[src/rtl/featuremap_pkg.sv]
// ============================================================================
//  Module      : featuremap_pkg
//  Description : Shared constants, FSM encoding and geometry helper for the
//                layer-1 featuremap input path.
//  Revision    : 1.0 - initial release
// ============================================================================
`default_nettype none

package featuremap_pkg;

    localparam logic [31:0] c_FP32_ZERO = 32'h0000_0000;

    typedef enum logic [1:0] {
        ST_IDLE  = 2'd0,
        ST_RUN   = 2'd1,
        ST_DRAIN = 2'd2
    } fsm_state_t;

    // Number of words in one zero-padded (width+2) x (width+2) frame.
    function automatic int unsigned padded_word_count(input int unsigned width);
        return (width + 2) * (width + 2);
    endfunction

endpackage

`default_nettype wire

[src/rtl/pad_position_counter.sv]
// ============================================================================
//  Module      : pad_position_counter
//  Description : Raster row/col walker over the padded frame; flags border
//                positions and forms the unpadded frame-memory address.
//  Revision    : 1.0 - initial release
// ============================================================================
`default_nettype none

module pad_position_counter
    import featuremap_pkg::*;
#(
    parameter int WIDTH      = 32,
    parameter int ADDR_WIDTH = 10,
    parameter int CNT_WIDTH  = $clog2(WIDTH + 2)
) (
    input  logic                  clk,
    input  logic                  rst,
    input  logic                  clear,
    input  logic                  advance,
    output logic                  is_pad,
    output logic                  is_last,
    output logic [ADDR_WIDTH-1:0] mem_addr
);

    localparam logic [CNT_WIDTH-1:0]  c_LAST    = CNT_WIDTH'(WIDTH + 1);
    localparam logic [CNT_WIDTH-1:0]  c_CNT_ONE = CNT_WIDTH'(1);
    localparam logic [ADDR_WIDTH-1:0] c_ADR_ONE = ADDR_WIDTH'(1);
    localparam logic [ADDR_WIDTH-1:0] c_ADR_W   = ADDR_WIDTH'(WIDTH);

    logic [CNT_WIDTH-1:0]  r_row;
    logic [CNT_WIDTH-1:0]  r_col;
    logic [ADDR_WIDTH-1:0] w_row_m1;
    logic [ADDR_WIDTH-1:0] w_col_m1;

    always_ff @(posedge clk or negedge rst) begin
        if (!rst) begin
            r_row <= '0;
            r_col <= '0;
        end else if (clear) begin
            r_row <= '0;
            r_col <= '0;
        end else if (advance) begin
            if (r_col == c_LAST) begin
                r_col <= '0;
                r_row <= (r_row == c_LAST) ? '0 : r_row + c_CNT_ONE;
            end else begin
                r_col <= r_col + c_CNT_ONE;
            end
        end
    end

    assign is_pad  = (r_row == '0) || (r_row == c_LAST) ||
                     (r_col == '0) || (r_col == c_LAST);
    assign is_last = (r_row == c_LAST) && (r_col == c_LAST);

    // Interior rows/cols are 1..WIDTH, so the -1 never underflows when used.
    assign w_row_m1 = ADDR_WIDTH'(r_row) - c_ADR_ONE;
    assign w_col_m1 = ADDR_WIDTH'(r_col) - c_ADR_ONE;
    assign mem_addr = is_pad ? '0 : (w_row_m1 * c_ADR_W) + w_col_m1;

endmodule

`default_nettype wire

[src/rtl/featuremap_pad_streamer.sv]
// ============================================================================
//  Module      : featuremap_pad_streamer
//  Description : Streams a WIDTHxWIDTH {B,G,R} image from frame memory into
//                the featuremap FIFO as a zero-padded raster with backpressure.
//  Revision    : 1.0 - initial release
// ============================================================================
`default_nettype none

module featuremap_pad_streamer
    import featuremap_pkg::*;
#(
    parameter int DATA_WIDTH = 32,
    parameter int WIDTH      = 32,
    parameter int ADDR_WIDTH = 10
) (
    input  logic                    clk,
    input  logic                    rst,
    input  logic                    start,
    output logic [ADDR_WIDTH-1:0]   mem_addr,
    output logic                    mem_rden,
    input  logic [DATA_WIDTH*3-1:0] mem_data,
    input  logic                    fifo_full,
    output logic [DATA_WIDTH*3-1:0] data_out,
    output logic                    data_fifo_wren,
    output logic                    busy,
    output logic                    done
);

    localparam logic [DATA_WIDTH*3-1:0] c_PAD_WORD = {3{DATA_WIDTH'(c_FP32_ZERO)}};

    fsm_state_t            r_state;
    fsm_state_t            w_state_next;
    logic                  w_clear;
    logic                  w_issue;
    logic                  w_done;
    logic                  w_is_pad;
    logic                  w_is_last;
    logic [ADDR_WIDTH-1:0] w_addr;
    logic                  r_out_valid;
    logic                  r_pad;

    pad_position_counter #(
        .WIDTH      (WIDTH),
        .ADDR_WIDTH (ADDR_WIDTH)
    ) u_pos (
        .clk      (clk),
        .rst      (rst),
        .clear    (w_clear),
        .advance  (w_issue),
        .is_pad   (w_is_pad),
        .is_last  (w_is_last),
        .mem_addr (w_addr)
    );

    always_ff @(posedge clk or negedge rst) begin
        if (!rst) begin
            r_state <= ST_IDLE;
        end else begin
            r_state <= w_state_next;
        end
    end

    always_comb begin
        w_state_next = r_state;
        w_clear      = 1'b0;
        w_issue      = 1'b0;
        w_done       = 1'b0;
        case (r_state)
            ST_IDLE: begin
                if (start) begin
                    w_state_next = ST_RUN;
                    w_clear      = 1'b1;
                end
            end
            ST_RUN: begin
                w_issue = !r_out_valid || !fifo_full;
                if (w_issue && w_is_last) begin
                    w_state_next = ST_DRAIN;
                end
            end
            ST_DRAIN: begin
                if (!r_out_valid) begin
                    w_state_next = ST_IDLE;
                    w_done       = 1'b1;
                end
            end
            default: begin
                w_state_next = ST_IDLE;
            end
        endcase
    end

    // The memory's own read register is the data half of the output stage: it
    // only advances on an issue, so it holds the pending word through a stall.
    always_ff @(posedge clk or negedge rst) begin
        if (!rst) begin
            r_out_valid <= 1'b0;
            r_pad       <= 1'b0;
        end else if (w_issue) begin
            r_out_valid <= 1'b1;
            r_pad       <= w_is_pad;
        end else if (data_fifo_wren) begin
            r_out_valid <= 1'b0;
        end
    end

    assign mem_rden       = w_issue && !w_is_pad;
    assign mem_addr       = mem_rden ? w_addr : '0;
    assign data_out       = (r_out_valid && !r_pad) ? mem_data : c_PAD_WORD;
    assign data_fifo_wren = r_out_valid && !fifo_full;
    assign done           = w_done;
    assign busy           = (r_state == ST_RUN) || ((r_state == ST_DRAIN) && r_out_valid);

endmodule

`default_nettype wire

[config.mk]
export PLATFORM = sky130hd
export DESIGN_NAME = featuremap_pad_streamer
export DESIGN_NICKNAME = d
export VERILOG_FILES = /design/src/rtl/featuremap_pkg.sv /design/src/rtl/pad_position_counter.sv /design/src/rtl/featuremap_pad_streamer.sv
export SDC_FILE = /design/constraint.sdc
export NUM_CORES = 1
export LEC_CHECK = 0
export BUFFER_PORTS_ARGS = -buffer_cell sky130_fd_sc_hd__buf_4
export CORE_MARGIN = 8
export CORE_UTILIZATION = 37
export CTS_BUF_LIST = sky130_fd_sc_hd__clkbuf_4
export DETAILED_ROUTE_END_ITERATION = 16
export PLACE_DENSITY = 0.88
export SYNTH_ARGS = -nofsm -noshare
export SYNTH_HDL_FRONTEND = slang
export SYNTH_HIERARCHICAL = 1
export SYNTH_SLANG_ARGS = --single-unit
[constraint.sdc]
create_clock -name clk -period 4.9 [get_ports clk]
set_input_delay 1.47 -clock clk [delete_from_list [all_inputs] [get_ports clk]]
set_output_delay 1.47 -clock clk [all_outputs]
set_load 0.005 [all_outputs]
**Word level (Yosys, flattened, before mapping)**

Index checks and enable logic that the tools add are counted.

- Word-level logic and storage cells: 61
- Bits of input ports: 100
- Output and inout port bits: 110
- Flip-flop bits (word level): 16

- Eq/ne operators: 7
- Add/subtract/negate cells: 5
- Reductions and logical operators: 23
- Muxes and demuxes: 21

Operators by type and width:

| kind | count |
|---|---|
| 96-bit 2-to-1 mux | 1 |
| 6-bit 2-to-1 mux | 7 |
| 10-bit 2-to-1 mux | 2 |
| 6-bit by 1-bit adder with 6-bit output, second input constant | 2 |
| 6-bit equality test, second input constant | 2 |
| 6-bit zero test | 2 |
| 10-bit adder | 1 |
| 1-bit 2-to-1 mux | 7 |
| 6-bit by 1-bit subtractor with 7-bit output, second input constant | 1 |
| 1-bit logical AND | 6 |
| 2-bit 2-to-1 mux | 3 |
| 2-bit != test, second input constant | 3 |
| 2-bit case mux with 3 select lines | 1 |
| 2-bit nonzero test | 3 |
| 1-bit logical OR | 5 |
| 5-bit by 1-bit subtractor with 5-bit output, second input constant | 1 |
| 1-bit zero test | 4 |
| 3-bit AND reduction | 1 |
| 2-bit by 1-bit equality test with 1-bit output, second input constant | 1 |
| 2-bit equality test, second input constant | 1 |
| 2-bit zero test | 1 |
| 2-bit AND reduction | 1 |

**Depth between registers and ports, before layout**

- Depth after elaboration: 7
- Gate-level depth with buffers: 12
- Depth with buffers taken out: 11

**By module**

The synthesis kept the hierarchy.

By module, submodules not included:

| module | times used | area each (sq um) | sequential area each (sq um) | cells each |
|---|---|---|---|---|
| pad_position_counter | 1 | 1086.0 | 300.3 | 131 |
| featuremap_pad_streamer | 1 | 955.9 | 100.1 | 137 |

**Least setup slack after synthesis**

OpenSTA, ideal clock, no wires.

- Path type: flip-flop to output port
- Start: register u_pos.r_col[2]
- End: output port mem_addr[9]
- Path buffers: 1
- Data required time: 3430 ps
- Arrival time: 2508 ps
- Slack: 922 ps
- Cell stages (with the launch flop): 13
- Cell sequence: dfrtp_1 -> buf_6 -> or3_4 -> nor3_1 -> xor2_1 -> ha_1 -> inv_1 -> fa_1 -> nor2b_1 -> o21ai_0 -> nor3b_1 -> mux2_2 -> and2_1

- Elaborated cells on any way between the ends: 10
- Classes of those cells: add/sub (2); eq/ne (1); mux (2); reduce/logical (5)

RTL lines:

| item | RTL line | text |
|---|---|---|
| from (decl) | pad_position_counter.sv:31 | `logic [CNT_WIDTH-1:0] r_col;` |
| from (signal assigned) | pad_position_counter.sv:47 | `r_col <= r_col + c_CNT_ONE;` |
| branches (longest 3 deep; another with 10-bit adder) | - |  |
| 10-bit 2-to-1 mux * | pad_position_counter.sv:59 | `assign mem_addr = is_pad ? '0 : (w_row_m1 * c_ADR_W) + w_col_m1;` |
| net w_addr[9] | featuremap_pad_streamer.sv:38 | `logic [ADDR_WIDTH-1:0] w_addr;` |
| 10-bit 2-to-1 mux * | featuremap_pad_streamer.sv:108 | `assign mem_addr = mem_rden ? w_addr : '0;` |
| to (decl) | featuremap_pad_streamer.sv:19 | `output logic [ADDR_WIDTH-1:0] mem_addr,` |

Mark *: on every way through the listed nets, which the timed path passes.

**Final worst setup path**

Same ends and word-level chain as after synthesis.

==> flow_summary_export.csv <==
group,metric,value,unit
critical_path,crit_path_start,"u_pos/r_col[2]$_DFFE_PN0P_",
sta,rsz0062_at_grt,"false",
pwr,clockPowerShare,4.6,%
yosys,yosysWarnings,6,
critical_path,crit_required,3430,ps
critical_path,start_kind,"flop",
sta,min_period,4560,ps
cells_and_area,area_growth,78.0,%
yosys,syn_inst,268,
placement,gp_congestion,0.951,
die,fp.dieW,90.3,µm
route,drt-vias-per-instance,4.67,
placement,dp_hpwl,8210,µm
route,num_vias,2513,
cells_and_area,nFillCells,488,
clocking,ctsResizeCount,0,
die,die_y,90.3,µm
flow_run,drv_cap,0,
sta,fin_crit_sh,93.0,%
pwr,comb_power_share,81.6,%
sta,final-hold-violation-count,0,
route,first_iter_violations,126,
yosys,synth_nets,381,
global_route,grt_pass1_wl,14300,µm
yosys,synthTopCellsByArea,"and2_1 32%, dfrtp_1 20%, ha_1 7.4%",
sta,slew_headroom,49.2,%
critical_path,worst_path_max_delay_cell,"dfrtp_1",
sta,fmax,219,MHz
clocking,htree_num_levels,1,
yosys,synth_area_leader_cell,"and2_1",
global_route,grt_util_all_layers,21.7,%
route,drt_wl_total,9540,µm
die,dieArea,8150,µm²
clocking,cts_buffer_depth,2,
clocking,cts_post_setup_buffers_inserted,0,
pwr,power.leakage,1.85,nW
clocking,cts_tree,"done",
hold_path,min_from,"r_state[1]$_DFFE_PN0P_",
yosys,ys_types,39,
pwr,power.total,1.55,mW
die,num_rows,27,
critical_path,reg2reg_from,"r_state[1]$_DFFE_PN0P_",
yosys,ys_ff_latch,16,
cells_and_area,final_nets,580,
yosys,synth_area,2040,µm²
die,ioPinCount,210,
sta,setup_viol,0,
global_route,first_global_vias,2406,
yosys,synth-seq-area-share,19.6,%
sta,slew_violations,0,
die,core_area,5410,µm²
die,start_util,37.8,%
yosys,synth_area_per_cell,7.62,µm²
global_route,antenna_found_initial,0,
critical_path,crit_chain,"or3_4, nor3_1, xor2_1, ha_1, inv_1, fa_1, nor2b_1, o21ai_0, nor3b_1, mux2_2, and2_1, buf_4",
status,status,"finished clean",
pwr,switchingPower,0.642,mW
yosys,synth_ff_type,"dfrtp_1",
clocking,cts.clk_slew.worst_paths,90,ps
sta,tightest_slew,762,ps
pwr,power_density,426,nW/µm²
clocking,clk_latency,290,ps
route,postRouteAntennaNets,0,
route,wire_per_inst,17.7,µm
critical_path,worstSetupPathType,"reg -> out",
clocking,clock-sinks,16,
pwr,seqPwrFrac,13.9,%
route,drc,0,
route,drt_pass1_iterations,4,
critical_path,slowest_delay,480,ps
placement,io_buffers,209,
clocking,postCtsHoldBufs,0,
pwr,internal-power,0.907,mW
yosys,synth_edf_count,0,
yosys,synth_top_area_share,32.5,%
sta,finClkSkew,2.42,ps
hold_path,hp-class,"reg -> reg",
clocking,root_buffer,"clkbuf_4",
global_route,grt-ovfl-total,0,
cells_and_area,drive_above_1_share,47.9,%
global_route,grt_max_degree,97,
critical_path,end_kind,"primary output",
critical_path,worstPathMaxFanout,9,
cells_and_area,antennaDiodeCount,0,
critical_path,worst-path-buf-inv,2,
clocking,cts-buffers-inserted,3,
pwr,ir_drop,0.301,mV
critical_path,critPathArrivalTime,3090,ps
critical_path,crit_family,"simple AND/OR/NAND/NOR gates",
sta,finalSetupTns,0,ps
pwr,swShare,41.4,%
yosys,synthArstFlopShare,100,%
[worst paths after layout]
path	endpoint	slack, ps	cells after the start
min in group asynchronous	u_pos/r_col[0]$_DFFE_PN0P_	1020	1
max	mem_addr[9]	340	12
min	r_state[0]$_DFFE_PN0P_	520	1
min reg2reg	r_state[0]$_DFFE_PN0P_	520	1
max reg2reg	u_pos/r_row[4]$_DFFE_PN0P_	2700	7
max in group asynchronous	u_pos/r_row[1]$_DFFE_PN0P_	3700	1
[synth_stat cells (2+ instances only)]
| library cell | number |
|---|---|
| nand3b_1 | 2 |
| nand4b_1 | 2 |
| dfrtp_1 | 16 |
| a31oi_1 | 3 |
| nand2_1 | 15 |
| buf_2 | 2 |
| buf_6 | 5 |
| a21oi_1 | 10 |
| mux2_2 | 3 |
| nand3_1 | 6 |
| and2_1 | 106 |
| xor2_1 | 9 |
| nor2b_1 | 3 |
| nor2_1 | 13 |
| nor3_1 | 8 |
| or3_4 | 2 |
| ha_1 | 12 |
| clkbuf_1 | 9 |
| inv_1 | 11 |
| xnor2_1 | 3 |
| o21ai_0 | 4 |
| nand4_1 | 2 |
| buf_4 | 2 |
| a311oi_1 | 2 |
| nor3b_1 | 4 |
[through the flow]
step / cells / utilization [%] / instance area, µm² / hold slack (ps) / setup slack, ps
final: 538 / 67.2 / 3630 / 519 / 341
after global routing: 538 / 67.2 / 3630 / 542 / 130
after floorplan: 268 / - / 2040 / 459 / 922
after detailed placement: 534 / 66.8 / 3610 / 500 / 661
after CTS: 538 / 67.2 / 3630 / 512 / 340
after global placement: 534 / 66.8 / 3610 / 484 / 717
[cell type report]
type                            count  area [µm²]  area share, %
Multi-Input combinational cell    223        1490           40.9
Clock inverter                      1        3.75          0.103
Tap cell                           72        90.1           2.48
Inverter                           11        41.3           1.14
Clock buffer                        3        22.5          0.620
Sequential cell                    16         400           11.0
Timing Repair Buffer              212        1590           43.8
[cell families (layout without fill, tap and decap cells)]
| kind of cell | count (synthesis) | after routing | synth area share [%] |
|---|---|---|---|
| xor+xnor | 12 | 12 | 5.15 |
| fa+ha+maj | 13 | 13 | 8.33 |
| flops | 16 | 16 | 19.6 |
| buf+inv | 29 | 227 | 7.66 |
| simple gates | 170 | 170 | 49.9 |
| compound gates | 24 | 24 | 7.17 |
| mux | 4 | 4 | 2.14 |
[power groups by stage]
stage / Combinational (mW) / Clock, mW / Sequential [mW]
2_1_floorplan: 0.694 / 0 / 0.184
3_3_place_gp: 1.25 / 0 / 0.212
3_5_place_dp: 1.27 / 0 / 0.216
4_1_cts: 1.28 / 0.0713 / 0.213
5_1_grt: 1.39 / 0.0803 / 0.220
6_report: 1.26 / 0.0708 / 0.215
[per-layer routing]
metal / global-route usage (%) / wire (µm)
met3: 5.99 / 603
met5: 0 / 0
met2: 41.0 / 5160
met1: 24.6 / 3780
met4: 0.832 / 0
[placed cells by master (no fill, tap or decap), types with 8 or more instances in the layout]
cell and instances:
a21oi_1 10, and2_1 106, buf_4 212, dfrtp_1 16, ha_1 12, inv_1 11
nand2_1 15, nor2_1 13, nor3_1 8, xor2_1 9
[sequential cells by signal, indices dropped and copies added, names as in the netlist]
register     count
r_out_valid      1
r_pad            1
r_state          2
u_pos/r_col      6
u_pos/r_row      6
[worst reg2reg max path, cell delays in order (launching register included)]
cell      delay, ps
dfrtp_1         430
nand2b_4        180
a21oi_1         130
buf_4           200
inv_1           120
or3_4           440
or4_1           480
a21oi_1         150
No activity file was read; power rests on OpenSTA's default activity.
